`src/rtl/adxl345_spi_ctrl_if.sv`:
```
// Bus-side command/sample interface of the ADXL345 SPI controller.
// master = register/bus logic, slave = adxl345_spi_ctrl.
interface adxl345_spi_ctrl_if;
  logic        cmd_valid;
  logic        cmd_ready;
  logic        cmd_write;
  logic [5:0]  cmd_addr;
  logic [7:0]  cmd_wdata;
  logic        rd_valid;
  logic [7:0]  rd_data;
  logic        sample_req;
  logic        auto_en;
  logic        sample_valid;
  logic [15:0] accel_x;
  logic [15:0] accel_y;
  logic [15:0] accel_z;
  logic        busy;

  modport master (
    output cmd_valid, cmd_write, cmd_addr, cmd_wdata, sample_req, auto_en,
    input  cmd_ready, rd_valid, rd_data, sample_valid, accel_x, accel_y, accel_z, busy
  );

  modport slave (
    input  cmd_valid, cmd_write, cmd_addr, cmd_wdata, sample_req, auto_en,
    output cmd_ready, rd_valid, rd_data, sample_valid, accel_x, accel_y, accel_z, busy
  );
endinterface

```
`src/rtl/adxl345_spi_ctrl.sv`:
```
// SPI mode-3 master and transaction sequencer for the ADXL345 (register commands + XYZ bursts).
// Optional power-up configuration writes are enabled with `define ADXL345_INIT_EN.
module adxl345_spi_ctrl #(
  parameter int CLK_DIV = 25
) (
  input  logic                      clk,
  input  logic                      reset_n,
  adxl345_spi_ctrl_if.slave         bus,
  output logic                      G_SENSOR_SCLK,
  output logic                      G_SENSOR_nCS,
  output logic                      G_SENSOR_SDA_SDIO,
  input  logic                      G_SENSOR_SDO,
  input  logic                      G_SENSOR_INT
);
  typedef enum logic [2:0] {ST_IDLE, ST_INIT, ST_CS_SETUP, ST_SHIFT, ST_CS_HOLD, ST_CS_GAP} state_t;
  typedef enum logic [1:0] {K_WRITE, K_READ, K_BURST} kind_t;

  localparam int            CW      = $clog2(CLK_DIV);
  localparam logic [CW-1:0] LAST    = CW'(CLK_DIV - 1);
  localparam logic [15:0]   INIT_W0 = {2'b00, 6'h31, 8'h0B};
  localparam logic [15:0]   INIT_W1 = {2'b00, 6'h2D, 8'h08};

`ifdef ADXL345_INIT_EN
  localparam state_t RST_STATE = ST_INIT;
  localparam bit     INIT_EN   = 1'b1;
`else
  localparam state_t RST_STATE = ST_IDLE;
  localparam bit     INIT_EN   = 1'b0;
`endif

  state_t        state;
  kind_t         kind;
  logic [CW-1:0] cnt;
  logic [5:0]    bit_cnt;
  logic [15:0]   tx_sr;
  logic [47:0]   rx_sr;
  logic [1:0]    init_idx;
  logic          pending;
  logic          int_s1, int_s2, int_s3;
  logic          cmd_ready_q, busy_q, rd_valid_q, sample_valid_q;
  logic [7:0]    rd_data_q;
  logic [15:0]   accel_x_q, accel_y_q, accel_z_q;

  logic          sample_evt;
  logic          launch;
  logic [15:0]   launch_word;
  kind_t         launch_kind;
  logic [5:0]    last_bit;

  assign G_SENSOR_SDA_SDIO = tx_sr[15];
  assign bus.cmd_ready     = cmd_ready_q;
  assign bus.busy          = busy_q;
  assign bus.rd_valid      = rd_valid_q;
  assign bus.rd_data       = rd_data_q;
  assign bus.sample_valid  = sample_valid_q;
  assign bus.accel_x       = accel_x_q;
  assign bus.accel_y       = accel_y_q;
  assign bus.accel_z       = accel_z_q;

  always_comb begin
    sample_evt  = bus.sample_req | (bus.auto_en & int_s2 & ~int_s3);
    last_bit    = (kind == K_BURST) ? 6'd55 : 6'd15;
    launch      = 1'b0;
    launch_word = '0;
    launch_kind = K_WRITE;
    if (state == ST_INIT) begin
      launch      = 1'b1;
      launch_word = init_idx[0] ? INIT_W1 : INIT_W0;
    end else if (state == ST_IDLE) begin
      if (bus.cmd_valid && cmd_ready_q) begin
        launch      = 1'b1;
        launch_word = {~bus.cmd_write, 1'b0, bus.cmd_addr, bus.cmd_write ? bus.cmd_wdata : 8'h00};
        launch_kind = bus.cmd_write ? K_WRITE : K_READ;
      end else if (pending) begin
        launch      = 1'b1;
        launch_word = {2'b11, 6'h32, 8'h00};
        launch_kind = K_BURST;
      end
    end
  end

  always_ff @(posedge clk or negedge reset_n) begin
    if (!reset_n) begin
      state          <= RST_STATE;
      kind           <= K_WRITE;
      cnt            <= '0;
      bit_cnt        <= '0;
      tx_sr          <= '0;
      rx_sr          <= '0;
      init_idx       <= '0;
      pending        <= 1'b0;
      {int_s1, int_s2, int_s3} <= '0;
      G_SENSOR_SCLK  <= 1'b1;
      G_SENSOR_nCS   <= 1'b1;
      cmd_ready_q    <= 1'b0;
      busy_q         <= 1'b0;
      rd_valid_q     <= 1'b0;
      sample_valid_q <= 1'b0;
      rd_data_q      <= '0;
      accel_x_q      <= '0;
      accel_y_q      <= '0;
      accel_z_q      <= '0;
    end else begin
      rd_valid_q     <= 1'b0;
      sample_valid_q <= 1'b0;
      int_s1         <= G_SENSOR_INT;
      int_s2         <= int_s1;
      int_s3         <= int_s2;

      if (launch) begin
        state        <= ST_CS_SETUP;
        kind         <= launch_kind;
        tx_sr        <= launch_word;
        G_SENSOR_nCS <= 1'b0;
        cnt          <= '0;
        bit_cnt      <= '0;
        cmd_ready_q  <= 1'b0;
        busy_q       <= 1'b1;
        if (launch_kind == K_BURST) pending <= 1'b0;
        if (state == ST_INIT) init_idx <= init_idx + 2'd1;
      end else begin
        case (state)
          ST_IDLE: begin
            cmd_ready_q <= 1'b1;
            busy_q      <= 1'b0;
          end
          ST_CS_SETUP: begin
            if (cnt == LAST) begin
              cnt           <= '0;
              G_SENSOR_SCLK <= 1'b0;
              state         <= ST_SHIFT;
            end else cnt <= cnt + 1'b1;
          end
          ST_SHIFT: begin
            // SCLK level doubles as the half-period phase; the last bit leaves SCLK high.
            if (cnt != LAST) cnt <= cnt + 1'b1;
            else begin
              cnt <= '0;
              if (!G_SENSOR_SCLK) begin
                G_SENSOR_SCLK <= 1'b1;
                rx_sr         <= {rx_sr[46:0], G_SENSOR_SDO};
              end else if (bit_cnt == last_bit) begin
                state <= ST_CS_HOLD;
              end else begin
                G_SENSOR_SCLK <= 1'b0;
                bit_cnt       <= bit_cnt + 6'd1;
                tx_sr         <= {tx_sr[14:0], 1'b0};
              end
            end
          end
          ST_CS_HOLD: begin
            if (cnt == LAST) begin
              cnt          <= '0;
              G_SENSOR_nCS <= 1'b1;
              tx_sr        <= '0;
              state        <= ST_CS_GAP;
              if (kind == K_READ) begin
                rd_data_q  <= rx_sr[7:0];
                rd_valid_q <= 1'b1;
              end else if (kind == K_BURST) begin
                accel_x_q      <= {rx_sr[39:32], rx_sr[47:40]};
                accel_y_q      <= {rx_sr[23:16], rx_sr[31:24]};
                accel_z_q      <= {rx_sr[7:0],   rx_sr[15:8]};
                sample_valid_q <= 1'b1;
              end
            end else cnt <= cnt + 1'b1;
          end
          ST_CS_GAP: begin
            if (cnt == LAST) begin
              cnt <= '0;
              if (INIT_EN && init_idx != 2'd2) state <= ST_INIT;
              else begin
                state       <= ST_IDLE;
                cmd_ready_q <= 1'b1;
                busy_q      <= 1'b0;
              end
            end else cnt <= cnt + 1'b1;
          end
          default: state <= ST_IDLE;
        endcase
      end

      if (sample_evt) pending <= 1'b1;
    end
  end
endmodule

```
`src/flat_wrapper.sv`:
```
// flat-port wrapper written by rule: the top's interface ports become plain ports
module adxl345_spi_ctrl_flat 
#(
  parameter int CLK_DIV = 25
)
  (clk, reset_n, G_SENSOR_SCLK, G_SENSOR_nCS, G_SENSOR_SDA_SDIO, G_SENSOR_SDO, G_SENSOR_INT, bus_cmd_valid, bus_cmd_write, bus_cmd_addr, bus_cmd_wdata, bus_sample_req, bus_auto_en, bus_cmd_ready, bus_rd_valid, bus_rd_data, bus_sample_valid, bus_accel_x, bus_accel_y, bus_accel_z, bus_busy);
  adxl345_spi_ctrl_if bus_i ();
  input  logic clk;
  input  logic reset_n;
  output logic G_SENSOR_SCLK;
  output logic G_SENSOR_nCS;
  output logic G_SENSOR_SDA_SDIO;
  input  logic G_SENSOR_SDO;
  input  logic G_SENSOR_INT;
  input wire logic [$bits(bus_i.cmd_valid)-1:0] bus_cmd_valid;
  input wire logic [$bits(bus_i.cmd_write)-1:0] bus_cmd_write;
  input wire logic [$bits(bus_i.cmd_addr)-1:0] bus_cmd_addr;
  input wire logic [$bits(bus_i.cmd_wdata)-1:0] bus_cmd_wdata;
  input wire logic [$bits(bus_i.sample_req)-1:0] bus_sample_req;
  input wire logic [$bits(bus_i.auto_en)-1:0] bus_auto_en;
  output wire logic [$bits(bus_i.cmd_ready)-1:0] bus_cmd_ready;
  output wire logic [$bits(bus_i.rd_valid)-1:0] bus_rd_valid;
  output wire logic [$bits(bus_i.rd_data)-1:0] bus_rd_data;
  output wire logic [$bits(bus_i.sample_valid)-1:0] bus_sample_valid;
  output wire logic [$bits(bus_i.accel_x)-1:0] bus_accel_x;
  output wire logic [$bits(bus_i.accel_y)-1:0] bus_accel_y;
  output wire logic [$bits(bus_i.accel_z)-1:0] bus_accel_z;
  output wire logic [$bits(bus_i.busy)-1:0] bus_busy;
  assign bus_i.cmd_valid = bus_cmd_valid;
  assign bus_i.cmd_write = bus_cmd_write;
  assign bus_i.cmd_addr = bus_cmd_addr;
  assign bus_i.cmd_wdata = bus_cmd_wdata;
  assign bus_i.sample_req = bus_sample_req;
  assign bus_i.auto_en = bus_auto_en;
  assign bus_cmd_ready = bus_i.cmd_ready;
  assign bus_rd_valid = bus_i.rd_valid;
  assign bus_rd_data = bus_i.rd_data;
  assign bus_sample_valid = bus_i.sample_valid;
  assign bus_accel_x = bus_i.accel_x;
  assign bus_accel_y = bus_i.accel_y;
  assign bus_accel_z = bus_i.accel_z;
  assign bus_busy = bus_i.busy;
  adxl345_spi_ctrl #(.CLK_DIV(CLK_DIV)) u_core (.clk(clk), .reset_n(reset_n), .bus(bus_i), .G_SENSOR_SCLK(G_SENSOR_SCLK), .G_SENSOR_nCS(G_SENSOR_nCS), .G_SENSOR_SDA_SDIO(G_SENSOR_SDA_SDIO), .G_SENSOR_SDO(G_SENSOR_SDO), .G_SENSOR_INT(G_SENSOR_INT));
endmodule
```
`config.mk`:
```
export PLATFORM = sky130hd
export DESIGN_NAME = adxl345_spi_ctrl_flat
export DESIGN_NICKNAME = d
export VERILOG_FILES = /design/src/rtl/adxl345_spi_ctrl_if.sv /design/src/rtl/adxl345_spi_ctrl.sv /design/src/flat_wrapper.sv
export SDC_FILE = /design/constraint.sdc
export NUM_CORES = 1
export LEC_CHECK = 0
export BUFFER_PORTS_ARGS = -buffer_cell sky130_fd_sc_hd__buf_2
export CAP_MARGIN = 10
export CORE_ASPECT_RATIO = 1.25
export CORE_UTILIZATION = 51
export DETAILED_ROUTE_END_ITERATION = 16
export PLACE_DENSITY_LB_ADDON = 0.08
export SETUP_SLACK_MARGIN = 0.4
export SYNTH_ARGS = -nofsm -noshare
export SYNTH_HDL_FRONTEND = slang
export SYNTH_SLANG_ARGS = --single-unit
```
`constraint.sdc`:
```
create_clock -name clk -period 2 [get_ports clk]
set_input_delay 0 -clock clk [delete_from_list [all_inputs] [get_ports clk]]
set_output_delay 0 -clock clk [all_outputs]
set_load 0.1 [all_outputs]
```
==> results of run 1 <==
critical path, stage by stage (launching register included):
cell and delay (ps):
sky130_fd_sc_hd__dfrtp_1 390, sky130_fd_sc_hd__inv_1 70, sky130_fd_sc_hd__ha_2 180, sky130_fd_sc_hd__and4b_2 310
sky130_fd_sc_hd__o21ai_2 90, sky130_fd_sc_hd__a22oi_4 260, sky130_fd_sc_hd__clkbuf_16 220, sky130_fd_sc_hd__mux2_4 300
where the power goes:
group | leakage, nW | total [mW] | internal [mW] | switching, mW
Clock | 0.308 | 3.47 | 2.24 | 1.23
Sequential | 1.99 | 3.39 | 3.19 | 0.203
Combinational | 2.15 | 1.20 | 0.587 | 0.614
Total | 4.45 | 8.06 | 6.02 | 2.04
state kept, by name, summed over array words and instances (netlist names), 2 cells and up:
| name | cells |
|---|---|
| u_core.bus.accel_x | 16 |
| u_core.bus.accel_z | 16 |
| u_core.rx_sr | 48 |
| u_core.tx_sr | 16 |
| u_core.cnt | 5 |
| u_core.bit_cnt | 6 |
| u_core.state | 3 |
| u_core.bus.rd_data | 8 |
| u_core.kind | 2 |
| u_core.bus.accel_y | 16 |
through the flow:
stage | setup WS [ps] | utilization (%) | power [mW]
2_1_floorplan | 87.4 | - | 4.06
3_3_place_gp | 86.2 | 59.2 | 4.31
3_5_place_dp | 34.3 | 59.2 | 4.35
4_1_cts | 142 | 69.9 | 7.93
5_1_grt | 22.0 | 75.6 | 8.35
6_report | 71.7 | 75.6 | 8.06
cell usage after synthesis (2+ instances only):
cell type / instances / area share (%)
sky130_fd_sc_hd__dfrtp_1: 145 / 60
sky130_fd_sc_hd__mux2_2: 110 / 20
sky130_fd_sc_hd__nand2_1: 29 / 1.8
sky130_fd_sc_hd__nor2_1: 17 / 1.1
sky130_fd_sc_hd__a21oi_1: 11 / 0.91
sky130_fd_sc_hd__buf_2: 11 / 0.91
sky130_fd_sc_hd__mux2_4: 9 / 2.2
sky130_fd_sc_hd__nand3_1: 9 / 0.74
sky130_fd_sc_hd__o21ai_0: 8 / 0.66
sky130_fd_sc_hd__inv_1: 7 / 0.43
sky130_fd_sc_hd__nor3_1: 6 / 0.49
sky130_fd_sc_hd__a22o_1: 5 / 0.72
sky130_fd_sc_hd__a221o_1: 4 / 0.66
sky130_fd_sc_hd__buf_4: 4 / 0.49
sky130_fd_sc_hd__nor2b_1: 4 / 0.41
sky130_fd_sc_hd__and2_1: 3 / 0.31
sky130_fd_sc_hd__clkbuf_1: 3 / 0.19
sky130_fd_sc_hd__ha_1: 3 / 0.62
sky130_fd_sc_hd__mux2i_1: 3 / 0.49
sky130_fd_sc_hd__o31ai_1: 3 / 0.37
sky130_fd_sc_hd__xnor2_1: 3 / 0.43
sky130_fd_sc_hd__a211o_1: 2 / 0.29
sky130_fd_sc_hd__and3b_1: 2 / 0.29
sky130_fd_sc_hd__and4_1: 2 / 0.29
sky130_fd_sc_hd__dfstp_2: 2 / 0.87
sky130_fd_sc_hd__nand2_2: 2 / 0.21
sky130_fd_sc_hd__nand3b_1: 2 / 0.25
sky130_fd_sc_hd__o211ai_1: 2 / 0.25
sky130_fd_sc_hd__or4_1: 2 / 0.25
metal layers:
| layer | wire length, um | track usage [%] |
|---|---|---|
| met1 | 6150 | 27.4 |
| met4 | 205 | 7.44 |
| met2 | 7870 | 38.6 |
| met5 | 0 | 0 |
| met3 | 377 | 4.60 |
cells by family after synthesis:
family / after synthesis
AOI/OAI and AO/OA: 43
muxes: 122
DFF: 147
adders and majority gates: 3
buffers and inverters: 26
xor gates and xnor gates: 3
and+or+nand+nor: 89
layout make-up:
class	count	area, sq um	area share [%]
Clock buffer	18	439	5.00
Clock inverter	12	205	2.34
Inverter	7	26.3	0.299
Multi-Input combinational cell	260	2630	29.9
Sequential cell	147	3690	42.0
Tap cell	161	201	2.29
Timing Repair Buffer	177	1600	18.2
what timing repair did:
item                                    CTS  global route
hold endpoints to repair                153             0
buffers inserted                         18            16
pin swaps                                 3            11
hold buffers                             20             0
endpoints found under the setup margin  135           136
gates resized for setup                  22           102
gates cloned                              7             7
worst min path at each step:
stage                                              to  depth (start not counted)       startpoint
floorplan               u_core.bit_cnt[0]$_DFFE_PN0P_                          0          reset_n
global placement    u_core.bus.accel_x[5]$_DFFE_PN0P_                          1          reset_n
detailed placement  u_core.bus.accel_x[5]$_DFFE_PN0P_                          1          reset_n
CTS                      u_core.tx_sr[12]$_DFFE_PN0P_                          4  bus_cmd_addr[4]
global route             u_core.tx_sr[12]$_DFFE_PN0P_                          4  bus_cmd_addr[4]
finish                   u_core.tx_sr[12]$_DFFE_PN0P_                          4  bus_cmd_addr[4]
==> impl_metrics.tcl, run 1 <==
set metrics [dict create \
    outcome "finished, final reports clean" \
    total_leakage_power_nw 4.45 \
    nNetsFinal 635 \
    finalInstanceArea_sq_um 8780 \
    boundary_pins 85 \
    min_period_ps 1930 \
    combinational_family_with_the_most_area_after_synthesis "multiplexers" \
    max_cap_violations 0 \
    tightest_slew_ps 511 \
    vdd_ir_drop_max_mv 0.628 \
    worst-r2r-cell-count 7 \
    syn_area_sq_um 6070 \
    worst-setup-path-type "reg -> reg" \
    cts.path.max_buffers 2 \
    grt_max_degree 53 \
    most-common-layout-cells "sky130_fd_sc_hd__dfrtp_1 (143), sky130_fd_sc_hd__buf_2 (83), sky130_fd_sc_hd__mux2_4 (69), sky130_fd_sc_hd__mux2_2 (50), sky130_fd_sc_hd__buf_4 (31)" \
    hold_viol_final 0 \
    rows 44 \
    syn-mean-instance-area_sq_um 14.0 \
    setup_repair_after_global_routing_missed_its_margin "yes" \
    min-delay-path-class "in -> reg" \
    synthArstFlopShare_pct 100 \
    drc 0 \
    globalplace.congestion 0.828 \
    cp.arrival_ps 2230 \
    synth_compound_gate_area_share_pct 5.17 \
    report.final.slew_viol_count 0 \
    worst_setup_path_start_kind "register" \
    worst_r2r_startpoint "u_core.cnt[1]$_DFFE_PN0P_" \
    ys_dominant_reg_cell "sky130_fd_sc_hd__dfrtp_1" \
    cts_max_level 4 \
    postRouteWirelength_mm 14.6 \
    floorplan.die_area_sq_um 12300 \
    rrSetupSlack_ps 70 \
    dr_vias 4155 \
    yosys.cell_types.count 49 \
    post_synth_and_or_nand_nor_area_fraction_pct 7.83 \
    num_antenna_cells 0 \
    critical_path_required_ps 2300 \
    floorplan.die.height_um 124 \
    worst_setup_hold_path_clk_slew_ps 60 \
    inserted_clock_buffers 17 \
    final.setup_skew_ps 9.40 \
    grt_pass1_wl_mm 20.5 \
    grt_pass1_vias 4070 \
    setup_violations 0 \
    mappedNetlistNets 458 \
    number_of_standard_cells_after_synthesis 433 \
    clockRootBuffer "sky130_fd_sc_hd__clkbuf_16" \
    max_freq_mhz 519 \
    setup_total_negative_slack_ps 0 \
    detailedPlacementHpwl_mm 7.66 \
    crit_start "u_core.cnt[1]$_DFFE_PN0P_" \
    layoutNonFillerInstCount 782 \
    overflow 0 \
    clock_tree_from_tritoncts "done" \
    port_buffers 84 \
    final_period_utilization_pct 96.4 \
    synth-xor-area-share_pct 0.433 \
    area.growth.synth_to_final_pct 44.6 \
    synth-adder-area-share_pct 0.618 \
    placed_cells 684 \
    num-fill-cells 747 \
    yosys-mux-area-fraction_pct 23.1 \
    ys_seq_elements 147 \
    antenna_violations_before_repair 0 \
    detailed_place.area_sq_um 6880 \
    clock_sink_count 147 \
    drt-pass1-iter-count 6 \
    slew-limit-headroom_pct 66.2 \
    drive_above_1_share_pct 55.2 \
    placeableCoreArea_sq_um 11600 \
    power-per-cell-area_nw_per_um2 918 \
    critical_path.reg2reg.endpoint "u_core.tx_sr[6]$_DFFE_PN0P_" \
    routed_wire_length_per_instance_um 18.7 \
    ys.warnings.count 0 \
    floorplan.initialDensity_pct 52.3 \
    hold_slack_ps 55.2 \
    starting_drt_drc_count 152 \
    worstSetupEndpoint "u_core.tx_sr[6]$_DFFE_PN0P_" \
    clkLatencyLatePin_ps 420 \
    critPathMaxFanout 8 \
    gr-usage-all-layers_pct 22.1 \
    mostFrequentLayoutCell "sky130_fd_sc_hd__dfrtp_1" \
    end_kind "register" \
    via_per_inst 5.31 \
    synth_sequential_area_ratio_pct 60.6 \
    synth_enable_flop_cells 0 \
    die_extent_in_x_um 99.6 \
    ant_nets 0 \
]
No activity file was read; power rests on OpenSTA's default activity.
==> run 2, diff against run 1 <==
--- a/config.mk
+++ b/config.mk
@@ -8,10 +8,11 @@
 export BUFFER_PORTS_ARGS = -buffer_cell sky130_fd_sc_hd__buf_2
 export CAP_MARGIN = 10
 export CORE_ASPECT_RATIO = 1.25
-export CORE_UTILIZATION = 51
+export CORE_UTILIZATION = 57
 export DETAILED_ROUTE_END_ITERATION = 16
 export PLACE_DENSITY_LB_ADDON = 0.08
 export SETUP_SLACK_MARGIN = 0.4
+export SLEW_MARGIN = 0
 export SYNTH_ARGS = -nofsm -noshare
 export SYNTH_HDL_FRONTEND = slang
 export SYNTH_SLANG_ARGS = --single-unit
==> constraint.sdc (replaced) <==
create_clock -name clk -period 2.2 [get_ports clk]
set_input_delay 0 -clock clk [delete_from_list [all_inputs] [get_ports clk]]
set_output_delay 0 -clock clk [all_outputs]
set_load 0.1 [all_outputs]
==> run 2 against run 1 <==
Effect of this change:
- power shrank 11%
- via count shrank 0.29%
- clock skew grew 1.0 ps
- core utilization grew 5.7 points
- critical endpoint is now u_core.tx_sr[10]$_DFFE_PN0P_
- routed wire length grew 5.0%
- setup slack gained 150 ps
- first-iteration DRC count grew 32%
- cell count shrank 8.1%
- hold slack gained 35 ps
- clock power shrank 12%
==> impl_metrics.tcl, run 2 (same netlist as run 1, synthesis figures left out) <==
set metrics [dict create \
    outcome "finished, final reports clean" \
    power-per-cell-area_nw_per_um2 862 \
    final.setup_skew_ps 10.4 \
    setup_violations 0 \
    largest_reg_flops 48 \
    starting_drt_drc_count 200 \
    drt-pass1-iter-count 4 \
    p_sw_mw 1.84 \
    critPathMaxFanout 8 \
    clock_sink_count 147 \
    max_cap_violations 0 \
    max_freq_mhz 505 \
    antenna_violations_before_repair 0 \
    nNetsFinal 603 \
    hold_viol_final 0 \
    sequential_power_share_pct 43.1 \
    grt_pass1_vias 4114 \
    netSwitchingFraction_pct 25.8 \
    gr-usage-all-layers_pct 25.2 \
    detailedPlacementHpwl_mm 7.33 \
    cts_max_level 4 \
    globalplace.congestion 0.855 \
    clock_tree_from_tritoncts "done" \
    grt_max_degree 56 \
    via_per_inst 5.76 \
    crit_path_max_incr_delay_ps 380 \
    port_buffers 84 \
    final-seq-area_sq_um 3690 \
    total_leakage_power_nw 4.22 \
    cp.arrival_ps 2280 \
    boundary_pins 85 \
    min_period_ps 1980 \
    cts.path.max_buffers 2 \
    path_cells "inv_1 > ha_2 > and4b_2 > buf_6 > o21ai_4 > a22oi_4 > clkbuf_16 > mux2_4" \
    drc 0 \
    end_kind "register" \
    num-fill-cells 568 \
    floorplan.die.height_um 117 \
    final_period_utilization_pct 90.0 \
    floorplan.die_area_sq_um 11100 \
    die_extent_in_x_um 94.3 \
    clkLatencyLatePin_ps 420 \
    critical_path_required_ps 2500 \
    num_antenna_cells 0 \
    routed_wire_length_per_instance_um 21.3 \
    ant_nets 0 \
    floorplan.initialDensity_pct 59.5 \
    dr_vias 4143 \
    worst_setup_path_start_kind "register" \
    grt_pass1_wl_mm 21.2 \
    postRouteWirelength_mm 15.3 \
    drive_above_1_share_pct 51.5 \
    path_buf_inv 3 \
    combinationalPowerShare_pct 14.1 \
    registers.top_by_ff_count "u_core.rx_sr" \
    setup_total_negative_slack_ps 0 \
    vdd_ir_drop_max_mv 0.591 \
    worst_setup_hold_path_clk_slew_ps 60 \
    min-delay-path-class "in -> reg" \
    post-route-util_pct 81.3 \
    inserted_clock_buffers 17 \
    worst_path_dominant_cell_family "buffers and inverters" \
    tightest_slew_ps 540 \
    area.growth.synth_to_final_pct 36.7 \
    placeableCoreArea_sq_um 10200 \
    setup_repair_after_global_routing_missed_its_margin "yes" \
    mostFrequentLayoutCell "sky130_fd_sc_hd__dfrtp_1" \
    most-common-layout-cells "sky130_fd_sc_hd__dfrtp_1 (143), sky130_fd_sc_hd__buf_2 (83), sky130_fd_sc_hd__mux2_4 (68), sky130_fd_sc_hd__mux2_2 (51), sky130_fd_sc_hd__nand2_1 (27)" \
    internal_power_mw 5.31 \
    p_clk_share_pct 42.8 \
    report.final.slew_viol_count 0 \
    worst-setup-path-type "reg -> reg" \
    multiInputGateArea_sq_um 2580 \
    timing.critical_path.slowest_stage_cell "sky130_fd_sc_hd__dfrtp_1" \
    clockRootBuffer "sky130_fd_sc_hd__clkbuf_16" \
    slew-limit-headroom_pct 64.0 \
    rows 41 \
    overflow 0 \
]
## run 2: final timing paths
| path | start | endpoint | slack (ps) | cells after the start |
|---|---|---|---|---|
| setup / recovery | u_core.cnt[0]$_DFFE_PN0P_ | u_core.tx_sr[10]$_DFFE_PN0P_ | 220 | 8 |
| hold / removal | bus_cmd_addr[4] | u_core.tx_sr[12]$_DFFE_PN0P_ | 90 | 4 |
| setup reg to reg | u_core.cnt[0]$_DFFE_PN0P_ | u_core.tx_sr[10]$_DFFE_PN0P_ | 220 | 8 |
| hold reg to reg | u_core.int_s1$_DFF_PN0_ | u_core.int_s2$_DFF_PN0_ | 360 | 0 |
| max in group asynchronous | reset_n | u_core.G_SENSOR_nCS$_DFFE_PN1P_ | 1350 | 3 |
| min in group asynchronous | reset_n | u_core.bus.accel_x[0]$_DFFE_PN0P_ | 100 | 2 |
## run 2: power groups by stage
stage	registers, mW	clock network, mW	logic, mW
after floorplan	3.20	0	0.482
after global placement	3.11	0	0.774
after detailed placement	3.12	0	0.800
after CTS	3.06	3.06	0.924
after global routing	3.11	3.22	1.11
final	3.08	3.06	1.01
## run 2: repair_timing
action	4_1_cts	5_1_grt
endpoints found under the setup margin	123	128
pin swaps	4	6
resized for setup	14	76
setup buffers	7	5
hold buffers	20	0
gates cloned	4	11
endpoints found under the hold margin	120	0
## run 2: worst register-to-register path: cells and delay by family (launching register included)
kind	cells	cell delay, ps
muxes	1	300
AOI/OAI and AO/OA	2	300
adders and majority gates	1	170
and+or+nand+nor	1	290
buffers and inverters	3	420
DFF	1	380
## run 2: metal layers
| layer | part of all wire [%] | global-route usage, % | vias to the layer above |
|---|---|---|---|
| met3 | 3.5 | 5.90 | 25 |
| met4 | 2.2 | 7.12 | 0 |
| li1 | - | - | 1854 |
| met1 | 41 | 31.7 | 2151 |
| met2 | 53 | 43.0 | 113 |
| met5 | 0 | 0 | - |
## run 2: stage by stage
stage | worst slack (ps) | hold WS, ps | power [mW] | std cells | instance area [sq um]
global placement | 190 | -26.6 | 3.88 | 641 | 6730
CTS | 249 | 76.7 | 7.05 | 703 | 7760
global route | 150 | 140 | 7.43 | 719 | 8300
floorplan | 287 | -296 | 3.69 | 433 | 6110
detailed placement | 116 | -19.3 | 3.92 | 641 | 6730
finish | 220 | 90.1 | 7.15 | 719 | 8300
## run 2: layout make-up
class	count	area share, %
Inverter	7	0.316
Timing Repair Buffer	144	14.7
Tap cell	129	1.94
Sequential cell	147	44.4
Clock buffer	18	5.29
Multi-Input combinational cell	261	31.1
Clock inverter	13	2.20
==> run 3, diff against run 2 <==
--- a/config.mk
+++ b/config.mk
@@ -7,7 +7,7 @@
 export LEC_CHECK = 0
 export BUFFER_PORTS_ARGS = -buffer_cell sky130_fd_sc_hd__buf_2
 export CAP_MARGIN = 10
-export CORE_ASPECT_RATIO = 1.25
+export CORE_ASPECT_RATIO = 0.5
 export CORE_UTILIZATION = 57
 export DETAILED_ROUTE_END_ITERATION = 16
 export PLACE_DENSITY_LB_ADDON = 0.08
==> run 3 against run 2 <==
Effect of this change:
- combinational power about the same
- highest routed layer unchanged
- critical path type unchanged
- critical endpoint is now u_core.tx_sr[15]$_DFFE_PN0P_
- global-route usage decreased by 2.4 points
- power decreased by 3.8%
==> impl_metrics.tcl, run 3 (same netlist as run 1, synthesis figures left out) <==
set metrics [dict create \
    vdd_ir_drop_max_mv 0.747 \
    total_leakage_power_nw 4.20 \
    worst_slack_ps 263 \
    clock_sink_count 147 \
    drc 0 \
    area.growth.synth_to_final_pct 35.9 \
    timing.hold.worst.start "bus_cmd_addr[4]" \
    final.setup_skew_ps 10.1 \
    setup_violations 0 \
    hold_depth 4 \
    detailedPlacementHpwl_mm 7.03 \
    via_per_inst 5.49 \
    grt_pass1_vias 3796 \
    nNetsFinal 606 \
    cp.arrival_ps 2230 \
    final_period_utilization_pct 88.0 \
    die_extent_in_x_um 148 \
    worst-setup-path-type "reg -> reg" \
    boundary_pins 85 \
    clockRootBuffer "sky130_fd_sc_hd__clkbuf_16" \
    setup_repair_after_global_routing_missed_its_margin "yes" \
    min-delay-path-class "in -> reg" \
    worst_setup_hold_path_clk_slew_ps 60 \
    totalPowerFinal_mw 6.88 \
    rows 26 \
    max_cap_violations 0 \
    cts_max_level 4 \
    most-common-layout-cells "sky130_fd_sc_hd__dfrtp_1 (142), sky130_fd_sc_hd__buf_2 (83), sky130_fd_sc_hd__mux2_4 (64), sky130_fd_sc_hd__mux2_2 (55), sky130_fd_sc_hd__nand2_1 (28)" \
    rrSetupSlack_ps 260 \
    setup_total_negative_slack_ps 0 \
    critPathMaxFanout 8 \
    placeableCoreArea_sq_um 10300 \
    drive_above_1_share_pct 52.2 \
    worst_setup_path_start_kind "register" \
    clkLatencyLatePin_ps 420 \
    clock_tree_from_tritoncts "done" \
    starting_drt_drc_count 195 \
    whs_endpoint "u_core.tx_sr[12]$_DFFE_PN0P_" \
    globalplace.congestion 0.795 \
    largest_reg_flops 48 \
    max_freq_mhz 516 \
    slew-limit-headroom_pct 58.6 \
    num-fill-cells 600 \
    registers.top_by_ff_count "u_core.rx_sr" \
    hold_viol_final 0 \
    dpl_worst_slack_ps 196 \
    worst-r2r-cell-count 8 \
    num_antenna_cells 0 \
    gr-usage-all-layers_pct 22.8 \
    postRouteWirelength_mm 14.2 \
    tightest_slew_ps 621 \
    cts.path.max_buffers 2 \
    drt-pass1-iter-count 4 \
    report.final.slew_viol_count 0 \
    outcome "finished, final reports clean" \
    worst_r2r_startpoint "u_core.cnt[0]$_DFFE_PN0P_" \
    port_buffers 84 \
    antenna_violations_before_repair 0 \
    dr_vias 4031 \
    overflow 0 \
    critical_path.reg2reg.endpoint "u_core.tx_sr[15]$_DFFE_PN0P_" \
    grt_max_degree 70 \
    end_kind "register" \
    routed_wire_length_per_instance_um 19.4 \
    inserted_clock_buffers 17 \
    mostFrequentLayoutCell "sky130_fd_sc_hd__dfrtp_1" \
    floorplan.die.height_um 75.0 \
    grt_pass1_wl_mm 19.1 \
    min_period_ps 1940 \
    power-per-cell-area_nw_per_um2 834 \
    critical_path_required_ps 2490 \
    floorplan.initialDensity_pct 59.1 \
    ant_nets 0 \
    floorplan.die_area_sq_um 11100 \
]
-- run 3: cell types whose count changed in the layout (fill, tap and decap cells not counted), moves of 2 or more --
cell                         delta
sky130_fd_sc_hd__buf_4          +5
sky130_fd_sc_hd__inv_6          +5
sky130_fd_sc_hd__clkinv_2       -4
sky130_fd_sc_hd__mux2_2         +4
sky130_fd_sc_hd__mux2_4         -4
sky130_fd_sc_hd__bufinv_16      -3
sky130_fd_sc_hd__clkinvlp_4     +3
sky130_fd_sc_hd__clkinv_4       -2
sky130_fd_sc_hd__inv_8          +2
-- run 3: how the worst max path moves through the flow --
stage / start / endpoint
3_5_place_dp: u_core.cnt[0]$_DFFE_PN0P_ / u_core.bus.rd_data[7]$_DFFE_PN0P_
4_1_cts: u_core.cnt[0]$_DFFE_PN0P_ / u_core.tx_sr[15]$_DFFE_PN0P_
6_report: u_core.cnt[0]$_DFFE_PN0P_ / u_core.tx_sr[15]$_DFFE_PN0P_
2_1_floorplan: u_core.cnt[0]$_DFFE_PN0P_ / u_core.tx_sr[10]$_DFFE_PN0P_
5_1_grt: u_core.cnt[1]$_DFFE_PN0P_ / u_core.tx_sr[3]$_DFFE_PN0P_
3_3_place_gp: u_core.cnt[0]$_DFFE_PN0P_ / u_core.bus.rd_data[6]$_DFFE_PN0P_
-- run 3: power breakdown --
| part | switching, mW | internal (mW) |
|---|---|---|
| clock | 1.21 | 1.59 |
| sequential | 0.175 | 2.90 |
| combinational | 0.516 | 0.483 |
| total | 1.90 | 4.98 |
-- run 3: layout make-up --
type	count	area (sq um)	area share (%)
clock buffer	18	429	5.20
clock inverter	14	144	1.74
inverter	7	26.3	0.318
multi-input combinational	261	2570	31.1
sequential	147	3690	44.7
tap	140	175	2.12
timing repair buffer	147	1220	14.8
-- run 3: per-stage QoR --
stage	utilization, %	area [sq um]	instances	hold WS, ps
2_1_floorplan	-	6110	433	-296
3_3_place_gp	65.6	6750	654	31.6
3_5_place_dp	65.6	6750	654	30.6
4_1_cts	74.8	7690	716	41.5
5_1_grt	80.3	8250	734	92.0
6_report	80.3	8250	734	58.2
-- run 3: metal layers --
layer	global-route usage (%)	part of all wire [%]	wire length, um	up-vias
li1	-	-	-	1856
met1	30.5	46	6520	2057
met2	37.7	49	7020	99
met3	5.76	3.5	498	19
met4	6.87	1.4	197	0
met5	0	0	0	-
-- run 3: worst max-delay path, cell delays in order (launching register included) --
cell and delay, ps:
sky130_fd_sc_hd__dfrtp_1 380, sky130_fd_sc_hd__inv_1 60, sky130_fd_sc_hd__ha_2 170, sky130_fd_sc_hd__and4b_2 280
sky130_fd_sc_hd__buf_6 110, sky130_fd_sc_hd__o21ai_2 60, sky130_fd_sc_hd__a22oi_4 240, sky130_fd_sc_hd__buf_12 170
sky130_fd_sc_hd__mux2_2 340
-- run 3: what timing repair did --
| item | CTS | global route |
|---|---|---|
| pin swaps | 3 | 6 |
| resized for setup | 10 | 76 |
| hold buffers | 20 | 0 |
| gates cloned | 4 | 10 |
| endpoints found under the setup margin | 73 | 127 |
| endpoints found under the hold margin | 81 | 0 |
| buffers inserted | 6 | 8 |
